## src/rtl/char_mem_loader.sv

```systemverilog
// Sole write-port controller for the character display RAM: a border/blank
// init fill after reset or on request, then in-order application of host writes.
module char_mem_loader #(
    parameter int unsigned COLS        = 50,
    parameter int unsigned ROWS        = 30,
    parameter int unsigned CELLS       = COLS * ROWS,
    parameter int unsigned ADDR_W      = 11,
    parameter int unsigned CHAR_W      = 6,
    parameter int unsigned NUM_GLYPHS  = 59,
    parameter int unsigned BLANK_CODE  = 57,
    parameter int unsigned BORDER_CODE = 58,
    parameter int unsigned FIFO_DEPTH  = 4
) (
    input  logic              CLK,
    input  logic              RESETN,
    input  logic              host_strobe,
    input  logic [ADDR_W-1:0] host_addr,
    input  logic [CHAR_W-1:0] host_char,
    input  logic              clear_req,
    output logic              mem_we,
    output logic [ADDR_W-1:0] mem_addr,
    output logic [CHAR_W-1:0] mem_data,
    output logic              busy,
    output logic              fifo_full,
    output logic [7:0]        reject_count,
    output logic [7:0]        drop_count
);
    localparam int unsigned ROW_W = $clog2(ROWS);
    localparam int unsigned COL_W = $clog2(COLS);
    localparam int unsigned PTR_W = $clog2(FIFO_DEPTH);
    localparam int unsigned CNT_W = $clog2(FIFO_DEPTH + 1);

    localparam logic [ROW_W-1:0]  LAST_ROW  = ROW_W'(ROWS - 1);
    localparam logic [COL_W-1:0]  LAST_COL  = COL_W'(COLS - 1);
    localparam logic [ADDR_W-1:0] LAST_CELL = ADDR_W'(CELLS - 1);
    localparam logic [PTR_W-1:0]  LAST_PTR  = PTR_W'(FIFO_DEPTH - 1);
    localparam logic [CNT_W-1:0]  FULL_CNT  = CNT_W'(FIFO_DEPTH);

    typedef struct packed {
        logic [ADDR_W-1:0] addr;
        logic [CHAR_W-1:0] code;
    } wr_req_t;

    typedef enum logic {S_FILL, S_RUN} state_t;

    function automatic logic [PTR_W-1:0] ptr_inc(input logic [PTR_W-1:0] p);
        return (p == LAST_PTR) ? '0 : p + PTR_W'(1);
    endfunction

    logic [2:0]        strobe_q;
    logic [ADDR_W-1:0] addr_s1_q, addr_s2_q;
    logic [CHAR_W-1:0] char_s1_q, char_s2_q;

    wr_req_t           fifo_mem_q [FIFO_DEPTH];
    logic [PTR_W-1:0]  wr_ptr_q, wr_ptr_d, rd_ptr_q, rd_ptr_d;
    logic [CNT_W-1:0]  count_q, count_d;
    logic              full_q;
    logic [7:0]        reject_q, drop_q;

    state_t            state_q;
    logic [ROW_W-1:0]  row_q;
    logic [COL_W-1:0]  col_q;
    logic [ADDR_W-1:0] fill_addr_q;
    logic              mem_we_q, busy_q;
    logic [ADDR_W-1:0] mem_addr_q;
    logic [CHAR_W-1:0] mem_data_q;

    logic edge_c, valid_c, push_req_c, reject_c, clear_c, pop_c, push_ok_c, drop_c, border_c;

    // Two-flop synchronizers; strobe gets a third stage for edge detection.
    always_ff @(posedge CLK or negedge RESETN) begin
        if (!RESETN) begin
            strobe_q  <= '0;
            addr_s1_q <= '0;
            addr_s2_q <= '0;
            char_s1_q <= '0;
            char_s2_q <= '0;
        end else begin
            strobe_q  <= {strobe_q[1:0], host_strobe};
            addr_s1_q <= host_addr;
            addr_s2_q <= addr_s1_q;
            char_s1_q <= host_char;
            char_s2_q <= char_s1_q;
        end
    end

    always_comb begin
        edge_c     = strobe_q[1] & ~strobe_q[2];
        valid_c    = (addr_s2_q < ADDR_W'(CELLS)) && (char_s2_q < CHAR_W'(NUM_GLYPHS));
        push_req_c = edge_c & valid_c;
        reject_c   = edge_c & ~valid_c;
        clear_c    = (state_q == S_RUN) && clear_req;
        pop_c      = (state_q == S_RUN) && !clear_req && (count_q != '0);
        // A flush empties the queue, so the coincident push always has room.
        push_ok_c  = push_req_c && ((count_q != FULL_CNT) || pop_c || clear_c);
        drop_c     = push_req_c && !push_ok_c;
        border_c   = (row_q == '0) || (row_q == LAST_ROW) || (col_q == '0) || (col_q == LAST_COL);
    end

    always_comb begin
        wr_ptr_d = wr_ptr_q;
        rd_ptr_d = rd_ptr_q;
        count_d  = count_q;
        if (push_ok_c) wr_ptr_d = ptr_inc(wr_ptr_q);
        if (clear_c) begin
            rd_ptr_d = wr_ptr_q;
            count_d  = CNT_W'(push_ok_c);
        end else begin
            if (pop_c) rd_ptr_d = ptr_inc(rd_ptr_q);
            count_d = count_q + CNT_W'(push_ok_c) - CNT_W'(pop_c);
        end
    end

    always_ff @(posedge CLK) begin
        if (push_ok_c) fifo_mem_q[wr_ptr_q] <= '{addr: addr_s2_q, code: char_s2_q};
    end

    always_ff @(posedge CLK or negedge RESETN) begin
        if (!RESETN) begin
            wr_ptr_q <= '0;
            rd_ptr_q <= '0;
            count_q  <= '0;
            full_q   <= 1'b0;
            reject_q <= '0;
            drop_q   <= '0;
        end else begin
            wr_ptr_q <= wr_ptr_d;
            rd_ptr_q <= rd_ptr_d;
            count_q  <= count_d;
            full_q   <= (count_d == FULL_CNT);
            if (reject_c && reject_q != 8'hFF) reject_q <= reject_q + 8'd1;
            if (drop_c && drop_q != 8'hFF) drop_q <= drop_q + 8'd1;
        end
    end

    // Fill sequencer and RAM write port.
    always_ff @(posedge CLK or negedge RESETN) begin
        if (!RESETN) begin
            state_q     <= S_FILL;
            row_q       <= '0;
            col_q       <= '0;
            fill_addr_q <= '0;
            mem_we_q    <= 1'b0;
            mem_addr_q  <= '0;
            mem_data_q  <= '0;
            busy_q      <= 1'b1;
        end else begin
            mem_we_q <= 1'b0;
            busy_q   <= (state_q == S_FILL);
            case (state_q)
                S_FILL: begin
                    mem_we_q   <= 1'b1;
                    mem_addr_q <= fill_addr_q;
                    mem_data_q <= border_c ? CHAR_W'(BORDER_CODE) : CHAR_W'(BLANK_CODE);
                    if (fill_addr_q == LAST_CELL) begin
                        state_q     <= S_RUN;
                        fill_addr_q <= '0;
                        row_q       <= '0;
                        col_q       <= '0;
                    end else begin
                        fill_addr_q <= fill_addr_q + ADDR_W'(1);
                        if (col_q == LAST_COL) begin
                            col_q <= '0;
                            row_q <= row_q + ROW_W'(1);
                        end else begin
                            col_q <= col_q + COL_W'(1);
                        end
                    end
                end
                S_RUN: begin
                    if (clear_req) begin
                        state_q <= S_FILL;
                        busy_q  <= 1'b1;
                    end else if (pop_c) begin
                        mem_we_q   <= 1'b1;
                        mem_addr_q <= fifo_mem_q[rd_ptr_q].addr;
                        mem_data_q <= fifo_mem_q[rd_ptr_q].code;
                    end
                end
                default: state_q <= S_FILL;
            endcase
        end
    end

    assign mem_we       = mem_we_q;
    assign mem_addr     = mem_addr_q;
    assign mem_data     = mem_data_q;
    assign busy         = busy_q;
    assign fifo_full    = full_q;
    assign reject_count = reject_q;
    assign drop_count   = drop_q;

endmodule

```

## config.mk

```make
export PLATFORM = sky130hd
export DESIGN_NAME = char_mem_loader
export DESIGN_NICKNAME = d
export VERILOG_FILES = /design/src/rtl/char_mem_loader.sv
export SDC_FILE = /design/constraint.sdc
export NUM_CORES = 1
export LEC_CHECK = 0
export ABC_AREA = 1
export BUFFER_PORTS_ARGS = -buffer_cell sky130_fd_sc_hd__clkbuf_2
export CAP_MARGIN = 25
export CORE_MARGIN = 2
export CORE_UTILIZATION = 37
export CTS_CLUSTER_SIZE = 16
export DETAILED_ROUTE_END_ITERATION = 6
export GPL_TIMING_DRIVEN = 0
export PLACE_DENSITY_LB_ADDON = 0.1
export SLEW_MARGIN = 20
export SYNTH_ARGS = -nofsm -noshare
export SYNTH_HDL_FRONTEND = slang
export SYNTH_SLANG_ARGS = --single-unit
```

## constraint.sdc

```tcl
create_clock -name CLK -period 2.55 [get_ports CLK]
set_clock_uncertainty 0.15 [all_clocks]
set_input_delay 0.6375 -clock CLK [delete_from_list [all_inputs] [get_ports CLK]]
set_output_delay 0.6375 -clock CLK [all_outputs]
set_load 0.005 [all_outputs]
```

==> results.md, run 1 <==
STA:
- For the final routed database, the setup TNS stands at 0 ns.
- The worst pin sits at a relative slew slack of 0.596.
- The clock period minus final worst setup slack is about 2.4 ns.
- The count of endpoints failing hold in the final timing report is 0.
- The tightest hold path in the finished design has a slack of 0.158 ns.
- Setup violations remaining at the end of the flow were counted as 0.
- For the pin with the worst max-slew slack, the measured transition is around 0.60 ns.
- Dividing the final minimum period by the clock period gives 0.954.
- The final number of max-transition violations was 0.
- Static timing analysis puts the maximum clock frequency at a little over 0.4 GHz.

Placed design:
- Once detailed placement completed, the half-perimeter wirelength came to approximately 11 mm.
- Buffers placed on the I/O ports in this run total 56.
- The routability congestion estimate is ~0.84.

Yosys:
- The mean instance size in the synthesized netlist is around 10 um2.
- The commonest cells after synthesis are 154 x sky130_fd_sc_hd__nand2_1, 102 x sky130_fd_sc_hd__dfrtp_1, 99 x sky130_fd_sc_hd__nor2_1.
- Yosys mapped the design onto 37 distinct sky130hd cell types.
- In the synthesized netlist the async set-or-reset flop fraction comes to 0.602.
- The synthesized design contains 68 enable-type register cells.
- The share of synthesized area in the top cell type comes to 0.353.
- The biggest area consumer among synthesized cells is sky130_fd_sc_hd__dfrtp_1.
- By area the synthesized netlist is led by sky130_fd_sc_hd__dfrtp_1 35%, sky130_fd_sc_hd__edfxtp_1 28%, sky130_fd_sc_hd__nand2_1 8.0%.
- The dominant cell by count in the synthesized netlist is sky130_fd_sc_hd__nand2_1.
- The post-synth design cell area is 7230 um2.
- Among all flip-flop cells after synthesis, the most frequent one is sky130_fd_sc_hd__dfrtp_1.
- Synthesis inferred 171 register bits.
- For this run, the register share of the synthesized area comes to 0.639.
- The count of synthesis-stage warnings from yosys is 0.
- The number of nets produced by synthesis is 742.
- The instance count of the mapped netlist is around 700.

Setup path:
- The critical path goes through nand2_1 > inv_1 > a21oi_4 > nand4_1 > ha_1 > inv_1 > ha_1 > inv_1 > fa_1 > inv_1 > or2_2 > nand4_1 > nor2_1.
- On the worst path, the slowest cell contributes a delay of 0.44 ns.
- The startpoint type of the worst setup path is a register.
- The slowest stage cell on the critical path is sky130_fd_sc_hd__dfrtp_2.
- The family with the most delay on the worst path is adder cells.
- The minimum setup slack among reg-to-reg paths is approximately 0.12 ns.
- The worst setup path is of the reg -> reg kind.
- The highest net fanout along the worst path is 6.
- The worst setup path is captured at a register.
- STA puts the critical path data required time at between 2 and 3 ns.
- Among the stages of the critical path, the cell type that occurs most often is sky130_fd_sc_hd__inv_1.
- For the worst setup path, the data arrival time is 2.64 ns.
- The number of buffers and inverters on the critical path is 4.

Clocking:
- The clock transition at the register clock pins on the worst setup and hold paths after CTS is 0.08 ns.
- The number of clock sinks seen by CTS is approximately 170.
- In this run, CTS created clock tree buffers numbering 17.
- The clock tree root buffer cell is sky130_fd_sc_hd__clkbuf_16.
- The H-tree was split into 4 levels.
- The clock latency on the worst-skew pair is between 0.4 and 0.5 ns.
- In this run the deepest clock path goes through 2 buffers.
- TritonCTS built the clock tree.

Cells and area:
- The count of nets after finishing is 832.
- 0 antenna diodes ended up in the layout.
- Of the cells placed in the final design, the portion with a size suffix greater than 1 is 0.186.
- Relative to the synthesized area, the layout overhead comes to 19.6%.

Routing:
- For this block, the routed nets add up to around 16 mm of wire.
- Across all layers, the routed design uses approximately 5.1k vias.
- The detailed-routing iteration count for the pre-antenna-repair pass is 5.
- The residual antenna-violating net count after detailed routing is 0.
- The mean routed wirelength per cell is roughly 15 um.
- After detailed routing, the number of remaining DRC violations is 0.
- The starting DRC count in detailed routing is 354.
- The mean number of vias per cell is 4.74.

Floorplanning:
- Pin placement for this block handled between 50 and 60 I/O pins.
- For this configuration, the core starts out at a cell density of 0.374.
- In this run the horizontal extent of the chip is 144 um.
- Row generation in the floorplan step produced 51 rows.
- In this run the vertical extent of the chip is 144 um.
- The die covers between 20000 and 25000 um2.
- The core region area is about 19000 um2.

Pwr:
- The total power per unit cell area is roughly 970 nW/um2.
- The leakage power figure is 3.84 nW.
- The worst voltage drop across the vdd grid is roughly 0.54 mV.

Outcome:
- The flow ran to the end, and the final reports show no timing, DRC or antenna violations.

Global routing:
- The pin count of the biggest net entering global routing is between 50 and 60.
- The via count of the first global-routing pass is 5036.
- The global routing usage on met3 is 0.0377.
- The global-route wire length before repair is between 20 and 30 mm.
- The number of antenna violations at the first check in global routing was 0.
- For this run, the total global-route usage over all layers was measured as 0.172.
- The met2 track demand over resource is 0.276.
- For met1 alone, demand over resource in global routing was 0.233.
- The total overflow left after global routing is 0.
- The most congested layer reported by global routing is met2.

Min path:
- The class of the most critical hold timing path is in -> reg.

Run:
- Max-cap violations in this run came to 0.
final timing paths:
path | from | endpoint | cells after the start
worst max-delay path | addr_s2_q[9] | fifo_full | 13
worst min-delay path | host_char[3] | char_s1_q[3] | 1
worst max register to register | addr_s2_q[9] | fifo_full | 13
worst min register to register | addr_s1_q[8] | addr_s2_q[8] | 0
max in group asynchronous | RESETN | busy | 3
min in group asynchronous | RESETN | fill_addr_q[9] | 2
state kept, by name, indices dropped and copies added (netlist names):
| signal | cells |
|---|---|
| strobe_q | 3 |
| drop_count | 8 |
| reject_count | 8 |
| row_q | 5 |
| rd_ptr_q | 2 |
| fifo_mem_q | 68 |
| count_q | 3 |
| fill_addr_q | 11 |
| addr_s2_q | 11 |
| state_q | 1 |
| mem_data | 6 |
| wr_ptr_q | 2 |
| col_q | 6 |
| busy | 1 |
| addr_s1_q | 11 |
| char_s2_q | 6 |
| char_s1_q | 6 |
| mem_addr | 11 |
| mem_we | 1 |
| fifo_full | 1 |
worst reg2reg max path, cell delays in order (launching register included):
cell,delay [ns]
sky130_fd_sc_hd__dfrtp_2,0.44
sky130_fd_sc_hd__nand2_1,0.13
sky130_fd_sc_hd__inv_1,0.09
sky130_fd_sc_hd__a21oi_4,0.13
sky130_fd_sc_hd__nand4_1,0.13
sky130_fd_sc_hd__ha_1,0.33
sky130_fd_sc_hd__inv_1,0.06
sky130_fd_sc_hd__ha_1,0.13
sky130_fd_sc_hd__inv_1,0.05
sky130_fd_sc_hd__fa_1,0.36
sky130_fd_sc_hd__inv_1,0.07
sky130_fd_sc_hd__or2_2,0.11
sky130_fd_sc_hd__nand4_1,0.07
sky130_fd_sc_hd__nor2_1,0.11
cells in the final DEF, fill, tap and decap left out, types with 10 or more instances in the layout:
| cell | count |
|---|---|
| sky130_fd_sc_hd__o21ai_1 | 10 |
| sky130_fd_sc_hd__nand2_1 | 153 |
| sky130_fd_sc_hd__nor2_1 | 95 |
| sky130_fd_sc_hd__clkbuf_16 | 18 |
| sky130_fd_sc_hd__dfrtp_1 | 97 |
| sky130_fd_sc_hd__buf_4 | 11 |
| sky130_fd_sc_hd__nand3_1 | 34 |
| sky130_fd_sc_hd__ha_1 | 16 |
| sky130_fd_sc_hd__buf_2 | 13 |
| sky130_fd_sc_hd__inv_1 | 55 |
| sky130_fd_sc_hd__nand4_1 | 25 |
| sky130_fd_sc_hd__clkbuf_2 | 56 |
| sky130_fd_sc_hd__o21ai_0 | 54 |
| sky130_fd_sc_hd__xor2_1 | 12 |
| sky130_fd_sc_hd__a21oi_1 | 13 |
| sky130_fd_sc_hd__edfxtp_1 | 68 |
final cells by class:
cell class,instances,area (um2)
buffer,18,92.6
timing repair buffer,71,454
sequential,171,4630
clock buffer,19,454
tap,265,332
clock inverter,13,145
fill,1803,10700
inverter,59,221
multi-input combinational,456,2320
logic make-up (layout without fill, tap and decap cells):
| group | after synthesis | in the layout | synth area share |
|---|---|---|---|
| DFF | 171 | 171 | 0.639 |
| xor gates and xnor gates | 16 | 16 | 0.0194 |
| buffers and inverters | 77 | 180 | 0.0434 |
| and+or+nand+nor | 336 | 336 | 0.202 |
| adders and majority gates | 17 | 17 | 0.0305 |
| AOI/OAI and AO/OA | 87 | 87 | 0.0651 |
report_power, final:
group          total, mW  switching (mW)  internal (mW)
sequential          3.66           0.364           3.29
combinational       2.12            1.35          0.771
clock               2.59            1.22           1.37
total               8.37            2.93           5.44
metal layers:
metal,part of all wire,vias to the layer above
met2,0.48,89
li1,-,2519
met5,0,-
met3,0.036,17
met1,0.47,2451
met4,0.011,0
through the flow:
step                 util  instance area, um2  instances  worst slack (ns)  total power, mW
global route        0.447                8650       1072          -0.00732             8.95
finish              0.447                8650       1072             0.118             8.37
global placement    0.406                7840       1025            -0.800             5.73
CTS                 0.444                8590       1065            0.0180             8.45
detailed placement  0.411                7950       1030            -0.422             5.83
floorplan               -                7230        704             0.129             5.01
repair_timing:
item / CTS / global route
gates resized for setup: 4 / 4
setup endpoints to repair: 42 / 2
pin swaps: 1 / 2
hold buffers: 1 / 0
buffers inserted: 2 / 7
endpoints found under the hold margin: 1 / 0
No activity file was read; power rests on OpenSTA's default activity.
==> run 2: changes to the inputs <==
Settings changed: CELL_PAD_IN_SITES_DETAIL_PLACEMENT from default to 1, CELL_PAD_IN_SITES_GLOBAL_PLACEMENT from default to 2, REMOVE_ABC_BUFFERS from default to 1.
Clock period 2.55 ns to 2.4 ns, I/O delays scaled along.
==> results.md, run 2 (same netlist as run 1, synthesis figures left out) <==
Floorplanning:
- The die outline width is ~140 um.
- The floorplan has just over 50 rows.
- The starting utilization of the core area is 0.374.
- From bottom edge to top edge, the die measures between 100 and 150 um.
- The die covers just over 20000 um2.
- The core region is 19300 um2.
- The number of top-level pins is 57.

Routing:
- In the routed design, unresolved DRC markers number 0.
- For this block, the initial DRC count from the detailed router was between 200 and 250.
- The routed layout has just over 5k vias.
- Once detail routing completed, the nets flagged for antenna violations numbered 0.
- The pre-antenna-repair detailed-routing pass consisted of 4 iterations.
- The final layout contains routed wiring with a total length of 17.6 mm.
- The mean number of vias per cell is between 4 and 5.
- The mean routed wirelength per cell is ~17 um.

Clocking:
- After clock tree synthesis, the clock-pin slew on the worst setup and hold paths is about 0.080 ns.
- No sink is reached through more buffers than the 2 on the longest clock path.
- The number of clock sinks seen by CTS is between 150 and 200.
- Counting the buffers created by CTS gives 17.
- The clock reaches the later pin of the worst-skew pair after between 0.4 and 0.5 ns.
- The H-tree was split into 4 levels.
- The tree is rooted in a sky130_fd_sc_hd__clkbuf_16.
- TritonCTS built the clock tree.

STA:
- For the pin with the worst max-slew slack, the measured transition is 0.754 ns.
- In this run the tightest slew margin relative to its limit is 0.497.
- The number of endpoints failing setup at the final stage is 0.
- Dividing the final minimum period by the clock period gives 0.998.
- Setup repair after global routing could not meet its margin everywhere.
- Derived from the worst setup path, the maximum achievable clock frequency is ~0.42 GHz.
- The final number of max-transition violations is 0.
- The post-route worst hold slack is roughly 0.12 ns.
- The clock period minus final worst setup slack is around 2.4 ns.
- The count of endpoints failing hold in the final timing report is 0.

Pwr:
- The design draws 8.97 mW.
- The worst-case IR drop observed on VDD is about 0.48 mV.
- The analysis attributes to cell leakage a power of 3.84 nW.
- For this design the ratio of total power to cell area is around 1000 nW/um2.

Setup path:
- The critical path endpoint category is a register.
- For this run, the slowest stage of the critical path takes between 0.5 and 0.6 ns.
- The family with the most delay on the worst path is adder cells.
- Together, buffers and inverters on the worst path number 2.
- Traced cell by cell, the critical path runs through nand2_1 > nand2_2 > a21oi_4 > nand4_1 > ha_1 > inv_1 > ha_1 > inv_2 > fa_2 > nand4_1 > nor2_1.
- The startpoint type of the worst setup path is a register.
- The critical setup path kind is reg -> reg.
- STA puts the critical path data required time at 2.61 ns.
- In this run the worst path has a maximum fanout of 2.
- The critical path arrival is around 2.6 ns.
- The slowest stage cell on the critical path is sky130_fd_sc_hd__fa_2.

Placed design:
- At the end of routability-driven placement, the weighted congestion stood at a little under 0.8.
- In this run the cell area measured after placement is roughly 7800 um2.
- The post-detailed-placement half-perimeter wirelength is 11.5 mm.
- Input and output buffers added on the ports amount to between 50 and 60.

Cells and area:
- Leaving out fill and tap cells, the most frequent cell in the layout is sky130_fd_sc_hd__nand2_1.
- Leaving out fill and tap cells, the most frequent cells in the layout are 151 x sky130_fd_sc_hd__nand2_1, 96 x sky130_fd_sc_hd__dfrtp_1, 94 x sky130_fd_sc_hd__nor2_1.
- The finished cells cover 8700 um2.
- The number of flip-flops under the largest register name is around 70.
- The number of antenna diodes is 0.
- The final core utilization is 0.450.
- The area growth from synthesis to final layout is 20.4%.
- The register with the most flip-flops is fifo_mem_q.
- Of the cells placed in the final design, the portion with a size suffix greater than 1 is 0.195.
- The count of nets after finishing is slightly above 800.

Global routing:
- Entering global routing, the biggest net connects 55 pins.
- The global-route wire length before repair is ~29 mm.
- The total global routing overflow is 0.
- For this run, the total global-route usage over all layers was measured as 0.184.
- The number of antenna violations at the first check in global routing is 0.
- The via count of the first global-routing pass came to 5452.

Min path:
- The worst hold path belongs to the class in -> reg.

Outcome:
- The run finished with clean final reports.

Run:
- Across the run, the number of max-cap violations was 0.
-- run 2: cell types whose count changed in the layout (fill, tap and decap cells not counted), moves of 3 or more --
cell,previous run,this run
sky130_fd_sc_hd__clkbuf_1,3,0
sky130_fd_sc_hd__inv_1,55,51
sky130_fd_sc_hd__buf_2,13,0
sky130_fd_sc_hd__buf_8,4,1
sky130_fd_sc_hd__buf_6,0,3
sky130_fd_sc_hd__buf_4,11,21
-- run 2: per-layer routing --
metal / GRT usage / vias to the layer above / part of all wire
met5: 0 / - / 0
met4: 0.0531 / 0 / 0.011
met3: 0.0393 / 14 / 0.032
met2: 0.306 / 68 / 0.49
met1: 0.244 / 2570 / 0.46
li1: - / 2506 / -
-- run 2: final cells by class --
class	instances	area, um2
flip-flops and latches	171	4630
well taps	265	332
clock inverters	14	168
repair buffers	83	533
inverters	59	236
fillers	2185	10600
multi-input cells	456	2340
repair inverters	1	8.76
clock buffers	18	450
-- run 2: power by group --
| part | internal, mW | leakage (nW) | switching, mW |
|---|---|---|---|
| clock | 1.56 | 0.301 | 1.30 |
| combinational | 0.790 | 1.67 | 1.30 |
| sequential | 3.50 | 1.87 | 0.534 |
-- run 2: path summary, 6_finish.rpt --
| kind | endpoint | depth (start not counted) | slack, ns | startpoint |
|---|---|---|---|---|
| max in group asynchronous | busy | 3 | 0.89 | RESETN |
| min in group asynchronous | mem_addr[3] | 2 | 0.54 | RESETN |
| worst min register to register | addr_s2_q[9] | 0 | 0.20 | addr_s1_q[9] |
| worst max-delay path | fifo_full | 11 | 0.004 | char_s2_q[0] |
| worst max register to register | fifo_full | 11 | 0.004 | char_s2_q[0] |
| worst min-delay path | addr_s1_q[5] | 1 | 0.12 | host_addr[5] |
-- run 2: per-stage QoR --
stage | cells | setup WS [ns] | TNS (ns)
2_1_floorplan | 686 | -0.440 | -24.90
3_3_place_gp | 1007 | -1.75 | -225.15
3_5_place_dp | 1012 | -1.33 | -71.79
4_1_cts | 1061 | 0.00244 | 0
5_1_grt | 1067 | -0.158 | -0.313
6_report | 1067 | 0.00414 | 0
-- run 2: worst register-to-register path, stage by stage, from the launching register on --
cell and delay, ns:
sky130_fd_sc_hd__dfrtp_1 0.40, sky130_fd_sc_hd__nand2_1 0.09, sky130_fd_sc_hd__nand2_2 0.08, sky130_fd_sc_hd__a21oi_4 0.17
sky130_fd_sc_hd__nand4_1 0.13, sky130_fd_sc_hd__ha_1 0.31, sky130_fd_sc_hd__inv_1 0.05, sky130_fd_sc_hd__ha_1 0.14
sky130_fd_sc_hd__inv_2 0.04, sky130_fd_sc_hd__fa_2 0.53, sky130_fd_sc_hd__nand4_1 0.09, sky130_fd_sc_hd__nor2_1 0.12
-- run 2: repair_timing --
item / in CTS / in global routing
hold endpoints to repair: 52 / 0
cloned: 1 / 0
resized for setup: 13 / 13
setup buffers: 15 / 6
pin swaps: 6 / 9
hold buffers: 1 / 0
endpoints found under the setup margin: 100 / 19
